<file path="src/rtl/mem_wb_stage_pkg.sv">
// Shared pipeline definitions for the memory / write-back stage.
// Provides the MEM-stage FSM state type, bus widths and the latency counter width.
package mem_wb_stage_pkg;

    localparam int unsigned ADDR_W = 7;   // data-memory word address width
    localparam int unsigned DATA_W = 32;  // data path width
    localparam int unsigned REG_W  = 5;   // register-file index width
    localparam int unsigned CNT_W  = 2;   // holds MEM_LAT-1 for MEM_LAT up to 3

    typedef enum logic [0:0] {
        IDLE    = 1'b0,
        RD_WAIT = 1'b1
    } state_t;

endpackage

</file>
<file path="src/rtl/mem_wb_stage_if.sv">
// EX/MEM -> MEM/WB bus.
// master: upstream pipeline (drives enable, operands and control; receives stall and WB).
// slave : mem_wb_stage (consumes the instruction in MEM; drives stall and WB).
interface mem_wb_stage_if #(
    parameter int unsigned ADDR_W = mem_wb_stage_pkg::ADDR_W,
    parameter int unsigned DATA_W = mem_wb_stage_pkg::DATA_W
);
    import mem_wb_stage_pkg::REG_W;

    logic              enableMEM;
    logic [DATA_W-1:0] ALU_RES;
    logic [ADDR_W-1:0] DIR_MEM;
    logic [DATA_W-1:0] DI_MEM;
    logic [REG_W-1:0]  rd_rt;
    logic              MemRead;
    logic              MemWrite;
    logic              RegWrite;
    logic              MemtoReg;
    logic              stall;
    logic [DATA_W-1:0] WB_data;
    logic [REG_W-1:0]  WB_rd;
    logic              WB_RegWrite;

    modport master (
        output enableMEM, ALU_RES, DIR_MEM, DI_MEM, rd_rt,
               MemRead, MemWrite, RegWrite, MemtoReg,
        input  stall, WB_data, WB_rd, WB_RegWrite
    );

    modport slave (
        input  enableMEM, ALU_RES, DIR_MEM, DI_MEM, rd_rt,
               MemRead, MemWrite, RegWrite, MemtoReg,
        output stall, WB_data, WB_rd, WB_RegWrite
    );

endinterface

</file>
<file path="src/rtl/mem_wb_stage_mem_datos_sync.sv">
// Private data memory: 2^ADDR_W x DATA_W array, synchronous write, read data
// delivered through a MEM_LAT-deep register chain.
// Ports: clk, rst (async, active-high, clears the chain only), i_en (advance chain),
//        i_we/i_addr/i_wdata (write port), o_rdata (read data, MEM_LAT cycles after address).
module mem_datos_sync #(
    parameter int unsigned ADDR_W  = 7,
    parameter int unsigned DATA_W  = 32,
    parameter int unsigned MEM_LAT = 2
) (
    input  logic              clk,
    input  logic              rst,
    input  logic              i_en,
    input  logic              i_we,
    input  logic [ADDR_W-1:0] i_addr,
    input  logic [DATA_W-1:0] i_wdata,
    output logic [DATA_W-1:0] o_rdata
);

    localparam int unsigned DEPTH = 2 ** ADDR_W;

    logic [DATA_W-1:0] r_mem  [DEPTH];
    logic [DATA_W-1:0] r_pipe [MEM_LAT];

    // Storage array; intentionally not reset so contents survive a pipeline flush.
    always_ff @(posedge clk) begin
        if (i_we) begin
            r_mem[i_addr] <= i_wdata;
        end
    end

    // Read latency chain; stage 0 samples the array, later stages just delay.
    always_ff @(posedge clk or posedge rst) begin
        if (rst) begin
            for (int unsigned i = 0; i < MEM_LAT; i++) begin
                r_pipe[i] <= '0;
            end
        end else if (i_en) begin
            r_pipe[0] <= r_mem[i_addr];
            for (int unsigned i = 1; i < MEM_LAT; i++) begin
                r_pipe[i] <= r_pipe[i-1];
            end
        end
    end

    assign o_rdata = r_pipe[MEM_LAT-1];

endmodule

</file>
<file path="src/rtl/mem_wb_stage.sv">
// MEM pipeline stage plus MEM/WB register.
// Performs stores and multi-cycle loads on a private data memory, stalls upstream
// while a load is outstanding, and registers WB data / destination / write enable.
// Ports: reloj (clock), resetMEM (async active-high reset),
//        bus (slave side of mem_wb_stage_if: EX/MEM inputs, stall and WB outputs).
module mem_wb_stage #(
    parameter int unsigned ADDR_W  = mem_wb_stage_pkg::ADDR_W,
    parameter int unsigned DATA_W  = mem_wb_stage_pkg::DATA_W,
    parameter int unsigned MEM_LAT = 2
) (
    input  logic          reloj,
    input  logic          resetMEM,
    mem_wb_stage_if.slave bus
);

    import mem_wb_stage_pkg::state_t;
    import mem_wb_stage_pkg::IDLE;
    import mem_wb_stage_pkg::RD_WAIT;
    import mem_wb_stage_pkg::REG_W;
    import mem_wb_stage_pkg::CNT_W;

    state_t            r_state, w_state_nxt;
    logic [CNT_W-1:0]  r_cnt, w_cnt_nxt;
    logic [DATA_W-1:0] r_wb_data, w_wb_data_nxt;
    logic [REG_W-1:0]  r_wb_rd, w_wb_rd_nxt;
    logic              r_wb_rw, w_wb_rw_nxt;
    logic              w_mem_we;
    logic [DATA_W-1:0] w_rdata;

    // Data memory with MEM_LAT read latency.
    mem_datos_sync #(
        .ADDR_W (ADDR_W),
        .DATA_W (DATA_W),
        .MEM_LAT(MEM_LAT)
    ) u_mem (
        .clk    (reloj),
        .rst    (resetMEM),
        .i_en   (bus.enableMEM),
        .i_we   (w_mem_we),
        .i_addr (bus.DIR_MEM),
        .i_wdata(bus.DI_MEM),
        .o_rdata(w_rdata)
    );

    // State, latency counter and MEM/WB register.
    always_ff @(posedge reloj or posedge resetMEM) begin
        if (resetMEM) begin
            r_state   <= IDLE;
            r_cnt     <= '0;
            r_wb_data <= '0;
            r_wb_rd   <= '0;
            r_wb_rw   <= 1'b0;
        end else begin
            r_state   <= w_state_nxt;
            r_cnt     <= w_cnt_nxt;
            r_wb_data <= w_wb_data_nxt;
            r_wb_rd   <= w_wb_rd_nxt;
            r_wb_rw   <= w_wb_rw_nxt;
        end
    end

    // Next-state, counter, store strobe and MEM/WB next values; everything holds when disabled.
    always_comb begin
        w_state_nxt   = r_state;
        w_cnt_nxt     = r_cnt;
        w_wb_data_nxt = r_wb_data;
        w_wb_rd_nxt   = r_wb_rd;
        w_wb_rw_nxt   = r_wb_rw;
        w_mem_we      = 1'b0;

        if (bus.enableMEM) begin
            case (r_state)
                IDLE: begin
                    if (bus.MemRead && !bus.MemWrite) begin
                        // Load issued: counter runs down the remaining latency, WB gets a bubble.
                        w_state_nxt   = RD_WAIT;
                        w_cnt_nxt     = CNT_W'(MEM_LAT - 1);
                        w_wb_data_nxt = '0;
                        w_wb_rd_nxt   = '0;
                        w_wb_rw_nxt   = 1'b0;
                    end else begin
                        // ALU op or store (store wins over a simultaneous read).
                        w_mem_we      = bus.MemWrite;
                        w_wb_data_nxt = bus.ALU_RES;
                        w_wb_rd_nxt   = bus.rd_rt;
                        w_wb_rw_nxt   = bus.RegWrite;
                    end
                end
                RD_WAIT: begin
                    if (r_cnt != '0) begin
                        w_cnt_nxt     = r_cnt - CNT_W'(1);
                        w_wb_data_nxt = '0;
                        w_wb_rd_nxt   = '0;
                        w_wb_rw_nxt   = 1'b0;
                    end else begin
                        w_state_nxt   = IDLE;
                        w_wb_data_nxt = bus.MemtoReg ? w_rdata : bus.ALU_RES;
                        w_wb_rd_nxt   = bus.rd_rt;
                        w_wb_rw_nxt   = bus.RegWrite;
                    end
                end
                default: w_state_nxt = IDLE;
            endcase
        end
    end

    // Upstream hold request; reset drops it without waiting for a clock.
    assign bus.stall = !resetMEM &&
                       (((r_state == IDLE) && bus.MemRead && !bus.MemWrite) ||
                        ((r_state == RD_WAIT) && (r_cnt != '0)));

    assign bus.WB_data     = r_wb_data;
    assign bus.WB_rd       = r_wb_rd;
    assign bus.WB_RegWrite = r_wb_rw;

endmodule

</file>
<file path="src/flat_wrapper.sv">
// flat-port wrapper written by rule: the top's interface ports become plain ports
module mem_wb_stage_flat import mem_wb_stage_pkg::state_t; import mem_wb_stage_pkg::IDLE; import mem_wb_stage_pkg::RD_WAIT; import mem_wb_stage_pkg::REG_W; import mem_wb_stage_pkg::CNT_W;
#(
    parameter int unsigned ADDR_W  = mem_wb_stage_pkg::ADDR_W,
    parameter int unsigned DATA_W  = mem_wb_stage_pkg::DATA_W,
    parameter int unsigned MEM_LAT = 2
)
  (reloj, resetMEM, bus_enableMEM, bus_ALU_RES, bus_DIR_MEM, bus_DI_MEM, bus_rd_rt, bus_MemRead, bus_MemWrite, bus_RegWrite, bus_MemtoReg, bus_stall, bus_WB_data, bus_WB_rd, bus_WB_RegWrite);
  mem_wb_stage_if #(.ADDR_W(ADDR_W), .DATA_W(DATA_W)) bus_i ();
  input  logic reloj;
  input  logic resetMEM;
  input wire logic [$bits(bus_i.enableMEM)-1:0] bus_enableMEM;
  input wire logic [$bits(bus_i.ALU_RES)-1:0] bus_ALU_RES;
  input wire logic [$bits(bus_i.DIR_MEM)-1:0] bus_DIR_MEM;
  input wire logic [$bits(bus_i.DI_MEM)-1:0] bus_DI_MEM;
  input wire logic [$bits(bus_i.rd_rt)-1:0] bus_rd_rt;
  input wire logic [$bits(bus_i.MemRead)-1:0] bus_MemRead;
  input wire logic [$bits(bus_i.MemWrite)-1:0] bus_MemWrite;
  input wire logic [$bits(bus_i.RegWrite)-1:0] bus_RegWrite;
  input wire logic [$bits(bus_i.MemtoReg)-1:0] bus_MemtoReg;
  output wire logic [$bits(bus_i.stall)-1:0] bus_stall;
  output wire logic [$bits(bus_i.WB_data)-1:0] bus_WB_data;
  output wire logic [$bits(bus_i.WB_rd)-1:0] bus_WB_rd;
  output wire logic [$bits(bus_i.WB_RegWrite)-1:0] bus_WB_RegWrite;
  assign bus_i.enableMEM = bus_enableMEM;
  assign bus_i.ALU_RES = bus_ALU_RES;
  assign bus_i.DIR_MEM = bus_DIR_MEM;
  assign bus_i.DI_MEM = bus_DI_MEM;
  assign bus_i.rd_rt = bus_rd_rt;
  assign bus_i.MemRead = bus_MemRead;
  assign bus_i.MemWrite = bus_MemWrite;
  assign bus_i.RegWrite = bus_RegWrite;
  assign bus_i.MemtoReg = bus_MemtoReg;
  assign bus_stall = bus_i.stall;
  assign bus_WB_data = bus_i.WB_data;
  assign bus_WB_rd = bus_i.WB_rd;
  assign bus_WB_RegWrite = bus_i.WB_RegWrite;
  mem_wb_stage #(.ADDR_W(ADDR_W), .DATA_W(DATA_W), .MEM_LAT(MEM_LAT)) u_core (.reloj(reloj), .resetMEM(resetMEM), .bus(bus_i));
endmodule
</file>
<file path="config.mk">
export PLATFORM = sky130hd
export DESIGN_NAME = mem_wb_stage_flat
export DESIGN_NICKNAME = d
export VERILOG_FILES = /design/src/rtl/mem_wb_stage_pkg.sv /design/src/rtl/mem_wb_stage_if.sv /design/src/rtl/mem_wb_stage_mem_datos_sync.sv /design/src/rtl/mem_wb_stage.sv /design/src/flat_wrapper.sv
export SDC_FILE = /design/constraint.sdc
export NUM_CORES = 2
export LEC_CHECK = 0
export BUFFER_PORTS_ARGS = -buffer_cell sky130_fd_sc_hd__buf_2
export CELL_PAD_IN_SITES_DETAIL_PLACEMENT = 1
export CELL_PAD_IN_SITES_GLOBAL_PLACEMENT = 1
export CORE_ASPECT_RATIO = 2
export CORE_MARGIN = 1
export CORE_UTILIZATION = 45
export CTS_CLUSTER_DIAMETER = 120
export DETAILED_ROUTE_END_ITERATION = 8
export MAX_ROUTING_LAYER = met4
export PLACE_DENSITY_LB_ADDON = 0.2
export SLEW_MARGIN = 10
export SYNTH_ARGS = -nofsm -noshare
export SYNTH_HDL_FRONTEND = slang
export SYNTH_SLANG_ARGS = --single-unit
</file>
<file path="constraint.sdc">
create_clock -name reloj -period 3.5 [get_ports reloj]
set_input_delay 0.175 -clock reloj [delete_from_list [all_inputs] [get_ports reloj]]
set_output_delay 0.175 -clock reloj [all_outputs]
set_load 0.01 [all_outputs]
</file>
---- Word level (Yosys, flattened, before mapping) ----
Memory sizes are Yosys's and may differ from the RTL's. A register that Yosys moved wholly into a read port is not among the register bits.
Cells that the tools add are included.
W data, S select, Z words.
operators by class
  add/subtract/negate cells ............... 1
  eq/ne operators ......................... 2
  multiplexer cells ....................... 21
  bitwise logic cells ..................... 1
  reductions and logical operators ........ 10
operator list
  operator               count
  $mux W32               3
  $pmux W32 S2           1
  $mux W5                2
  $pmux W5 S2            1
  $mux W1                9
  $logic_and A1 B1 Y1    5
  $mux W2                2
  $pmux W1 S2            2
  $pmux W2 S2            1
  $reduce_and A3 Y1      1
  $logic_not A1 Y1       2
  $ne A2 B1 Y1 const B   1
  $ne A2 B2 Y1 const B   1
  $reduce_bool A2 Y1     1
  $sub A2 B1 Y2 const B  1
  $logic_or A1 B1 Y1     1
  $not A1 Y1             1
word-level totals
  bits in registers ....................... 73
  memory bits (writable) .................. 4,096
  input bits .............................. 83
  output and inout port bits .............. 39
  word-level logic and storage cells ...... 42
  memories ................................ 1
memories
  name                depth  width  read ports  clocked after Yosys merged registers in  wr ports  line                               source
  u_core.u_mem.r_mem  128    32     1           1                                        1         mem_wb_stage_mem_datos_sync.sv:21  logic [DATA_W-1:0] r_mem [DEPTH];

---- Depth between registers and ports, before layout ----
  depth after elaboration ................. 7
  depth in mapped cells ................... 13
  depth with buffers taken out ............ 7

---- By module ----
From an unflattened synthesis, not the netlist that was laid out.
second synthesis, totals
  cells, all modules ...................... 8,851
  area total of the unflattened synthesis .. 161,721.4 sq um
modules (own cells, without submodules)
  module          instances  cells an instance  area an instance (sq um)  sequential area each (sq um)
  mem_datos_sync  1          8,695              159,835.8                 124,599.5
  mem_wb_stage    1          156                1,885.6                   1,026.0

---- Worst setup path before layout ----
No wires, ideal clock.
  kind .................................... input-to-reg
  from .................................... input port bus_DIR_MEM[0]
  to ...................................... memory u_core.u_mem.r_mem[66][0] (enable)
  library setup time ...................... 0.421 ns
  arrival ................................. 3.285 ns
  data required time ...................... 3.079 ns
  path slack .............................. -0.206 ns
  cell stages on the path ................. 11
  buffers on the path ..................... 8
  cells stage by stage .................... buf_6 > buf_12 > buf_12 > buf_12 > buf_12 > buf_4 > buf_4 > nor3_1 > nand2_1 > clkbuf_1 > nor2_1
RTL lines
  element      line                               source
  from (decl)  flat_wrapper.sv:14                 input wire logic [$bits(bus_i.DIR_MEM)-1:0] bus_DIR_MEM;
  to (decl)    mem_wb_stage_mem_datos_sync.sv:21
No word-level cell before the write port.

==> results.yml <==
sta:
  period_share_pct: 103
  slew_headroom_pct: -7.08
  layout_min_cycle_time_ps: 3600
  drv_slew: 3
  fin_ws_ps: -102
  setup_viol: 1
  hold_ws_ps: 173
  rsz0062_at_grt: "no"
  tightest_slew_ps: 1600
  hold_violations: 0
  max_freq_ghz: 0.278
  fin_skew_ps: 68.6
  tns_ps: -102
placed_design:
  gp_congestion: 0.925
  postPlaceCellArea_um2: 175000
  hpwl_um: 372000
  port_buffers: 121
floorplanning:
  io_pins: 122
  dieWidth_um: 424
  num_rows: 309
  initial_utilization_pct: 45.2
  design.die.area_um2: 358000
  die_h_um: 846
  core_area_um2: 354000
setup_path:
  cp.required_ps: 4310
  cp-start-kind: "flip-flop"
  timing.reg2reg.setup_slack_ps: -100
  reg2regPathDepth: 6
  crit_path_top_delay_cell: "a211oi_1"
  critPathMaxFanout: 1
  r2r-end: "u_core.u_mem.r_pipe[59]"
  crit_start: "u_core.u_mem.r_mem[34][27]"
  slowest_delay_ps: 1290
  cp-end-kind: "flip-flop"
  crit_type: "flip-flop to flip-flop"
  timing.rr.start: "u_core.u_mem.r_mem[34][27]"
  cp.arrival_ps: 4410
  cp_cell_sequence: "mux4_2, o211ai_1, a2111oi_2, a211oi_1, buf_4, a31oi_1"
drt:
  postRouteAntennaNets: 0
  vias: 93800
  drcViolationCount: 3
  firstDrtPassIters: 8
  drt_first_iter_violations: 12000
  wl_per_cell_um: 41.4
  drt-total-wl_um: 590000
  vias_per_cell: 6.59
cts:
  cts_setup_buffers: 0
  root_buffer: "clkbuf_16"
  insertion_delay_ps: 990
  htree_num_levels: 5
  cts.clk_slew.worst_paths_ps: 70
  cts_tree: "yes"
  cts_buffers: 360
  numClockSinks: 4201
  cts_buffer_depth: 4
synth:
  synthesis.instances: 8274
  netlist.area_leader.share_pct: 76.8
  synthArstFlopShare_pct: 2.50
  ys_warn_count: 0
  synth_area_per_cell_um2: 19.3
  synth-seq-cells: 4201
  yosysTopAreaCell: "edfxtp_1"
  synth_edf_count: 4096
  synth_cell_types: 82
  ys_seq_area_share_pct: 78.5
  synthTopCellsByArea: "edfxtp_1 (77%), mux4_2 (5.8%), a221oi_1 (2.5%)"
  synth_ff_type: "edfxtp_1"
  netlist_area_um2: 160000
  syn-num-nets: 8358
  synth.top_cells.by_count: "edfxtp_1 (4,096), a221oi_1 (452), mux4_2 (410)"
  synth.most_common_cell: "edfxtp_1"
finish:
  nFillCells: 31500
  finalNetCount: 9330
  drive_gt1_share_pct: 24.8
  syn_to_final_growth_pct: 17.9
  design_area_um2: 189000
pwr:
  peakVddDrop_mv: 0.370
  fin_total_pwr_mw: 106
  leakage_nw: 60.4
  p_per_area_nw_per_um2: 561
min_path:
  holdPathEnd: "u_core.u_mem.r_pipe[42]"
  min_path_type: "input pin to flip-flop"
  hold_depth: 5
  min_from: "bus_DIR_MEM[6]"
global_route:
  track_usage_pct: 33.6
  antenna_found_initial: 45
  grt_pass1_wl_um: 801000
  grt_pass1_vias: 97000
  grt-ovfl-total: 0
  grt_max_degree: 125
run_status:
  violations: "design-rule violations, max-capacitance violations, max-slew violations, negative setup slack"
  status: "finished, violations left"
flow_run:
  drv_cap: 1
[stage by stage]
stage | setup slack, ps | util (%) | std cells
after floorplan | -206 | - | 8274
after global placement | -924 | 49.4 | 13400
after detailed placement | -625 | 49.5 | 13400
after CTS | 78.9 | 53.3 | 14200
after global routing | 58.2 | 53.3 | 14200
final | -102 | 53.3 | 14200
[how the worst max path moves through the flow]
stage                                 to  slack (ps)  depth (start not counted)
5_1_grt          u_core.u_mem.r_pipe[41]          60                          8
6_report         u_core.u_mem.r_pipe[59]        -100                          6
3_3_place_gp     u_core.u_mem.r_pipe[41]        -920                          8
4_1_cts          u_core.u_mem.r_pipe[53]          80                          9
2_1_floorplan  u_core.u_mem.r_mem[66][0]        -210                         11
3_5_place_dp     u_core.u_mem.r_pipe[48]        -630                         13
[sequential cells by signal (all words and copies together), names as in the netlist]
register                count
u_core.u_mem.r_mem       4096
u_core.bus.WB_data         32
u_core.u_mem.o_rdata       32
u_core.u_mem.r_pipe        32
u_core.bus.WB_rd            5
u_core.r_cnt                2
u_core.bus.WB_RegWrite      1
u_core.r_state              1
[cell type report]
type                    instances  area (um2)  share of cell area [%]
multi-input cells            3489       32600                    17.3
inverters                      10        58.8                  0.0311
repair buffers               1184       12600                    6.65
flip-flops and latches       4201      126000                    66.5
clock inverters               203        2320                    1.23
clock buffers                 446        9720                    5.15
diodes                         42         105                  0.0557
well taps                    4665        5840                    3.09
[power breakdown]
| group | switching [mW] | total [mW] | internal (mW) |
|---|---|---|---|
| Sequential | 0.469 | 55.9 | 55.5 |
| Clock | 18.7 | 42.1 | 23.3 |
| Combinational | 5.18 | 7.85 | 2.67 |
[timing repair]
action,4_1_cts,5_1_grt
resized for setup,0,0
setup endpoints to repair,0,0
hold buffers,153,0
endpoints found under the hold margin,1892,0
[critical path, delay by kind of cell (launching register included)]
family / cells / cell delay [ps]
flip-flops: 1 / 380
AO/OA/AOI/OAI: 4 / 2330
buffers and inverters: 1 / 270
multiplexers: 1 / 460
[cell families (layout without fill, tap and decap cells)]
group | Yosys count | count (layout) | share of synthesized area (%)
mux | 900 | 900 | 8.95
other cells | 0 | 42 | 0
compound gates | 1802 | 1802 | 8.48
simple gates | 786 | 786 | 2.10
buf+inv | 584 | 1843 | 1.99
flops | 4201 | 4201 | 78.5
fa+ha+maj | 1 | 1 | 0.00781
[per-layer routing]
| metal | GRT usage, % | vias to the layer above | part of all wire, % |
|---|---|---|---|
| met3 | 4.24 | 1607 | 6.7 |
| li1 | - | 36700 | - |
| met5 | - | - | 0 |
| met2 | 55.9 | 5199 | 51 |
| met4 | 26.5 | 0 | 9.6 |
| met1 | 36.3 | 50400 | 33 |
[cell usage in the layout, fill, tap and decap left out, types with 16 or more instances in the layout]
master	instances
a2111oi_0	47
a211oi_1	32
a21oi_1	238
a221o_1	61
a221oi_1	451
a22o_1	84
a22oi_1	202
a31oi_1	65
buf_12	277
buf_2	84
buf_4	665
bufinv_16	48
clkbuf_1	62
clkbuf_16	373
clkinv_1	48
clkinv_2	69
clkinvlp_4	20
dfrtp_1	105
diode_2	42
dlygate4sd3_1	153
edfxtp_1	4096
mux2_2	148
mux2i_1	338
mux4_2	410
nand2_1	225
nand3_1	16
nor2_1	260
nor2_4	133
nor3_1	25
nor4_1	17
o211ai_1	69
o21ai_0	205
o21ai_1	16
o221a_2	25
o221ai_1	121
o22ai_1	51
Note: power is estimated with default switching activity, not from simulation.
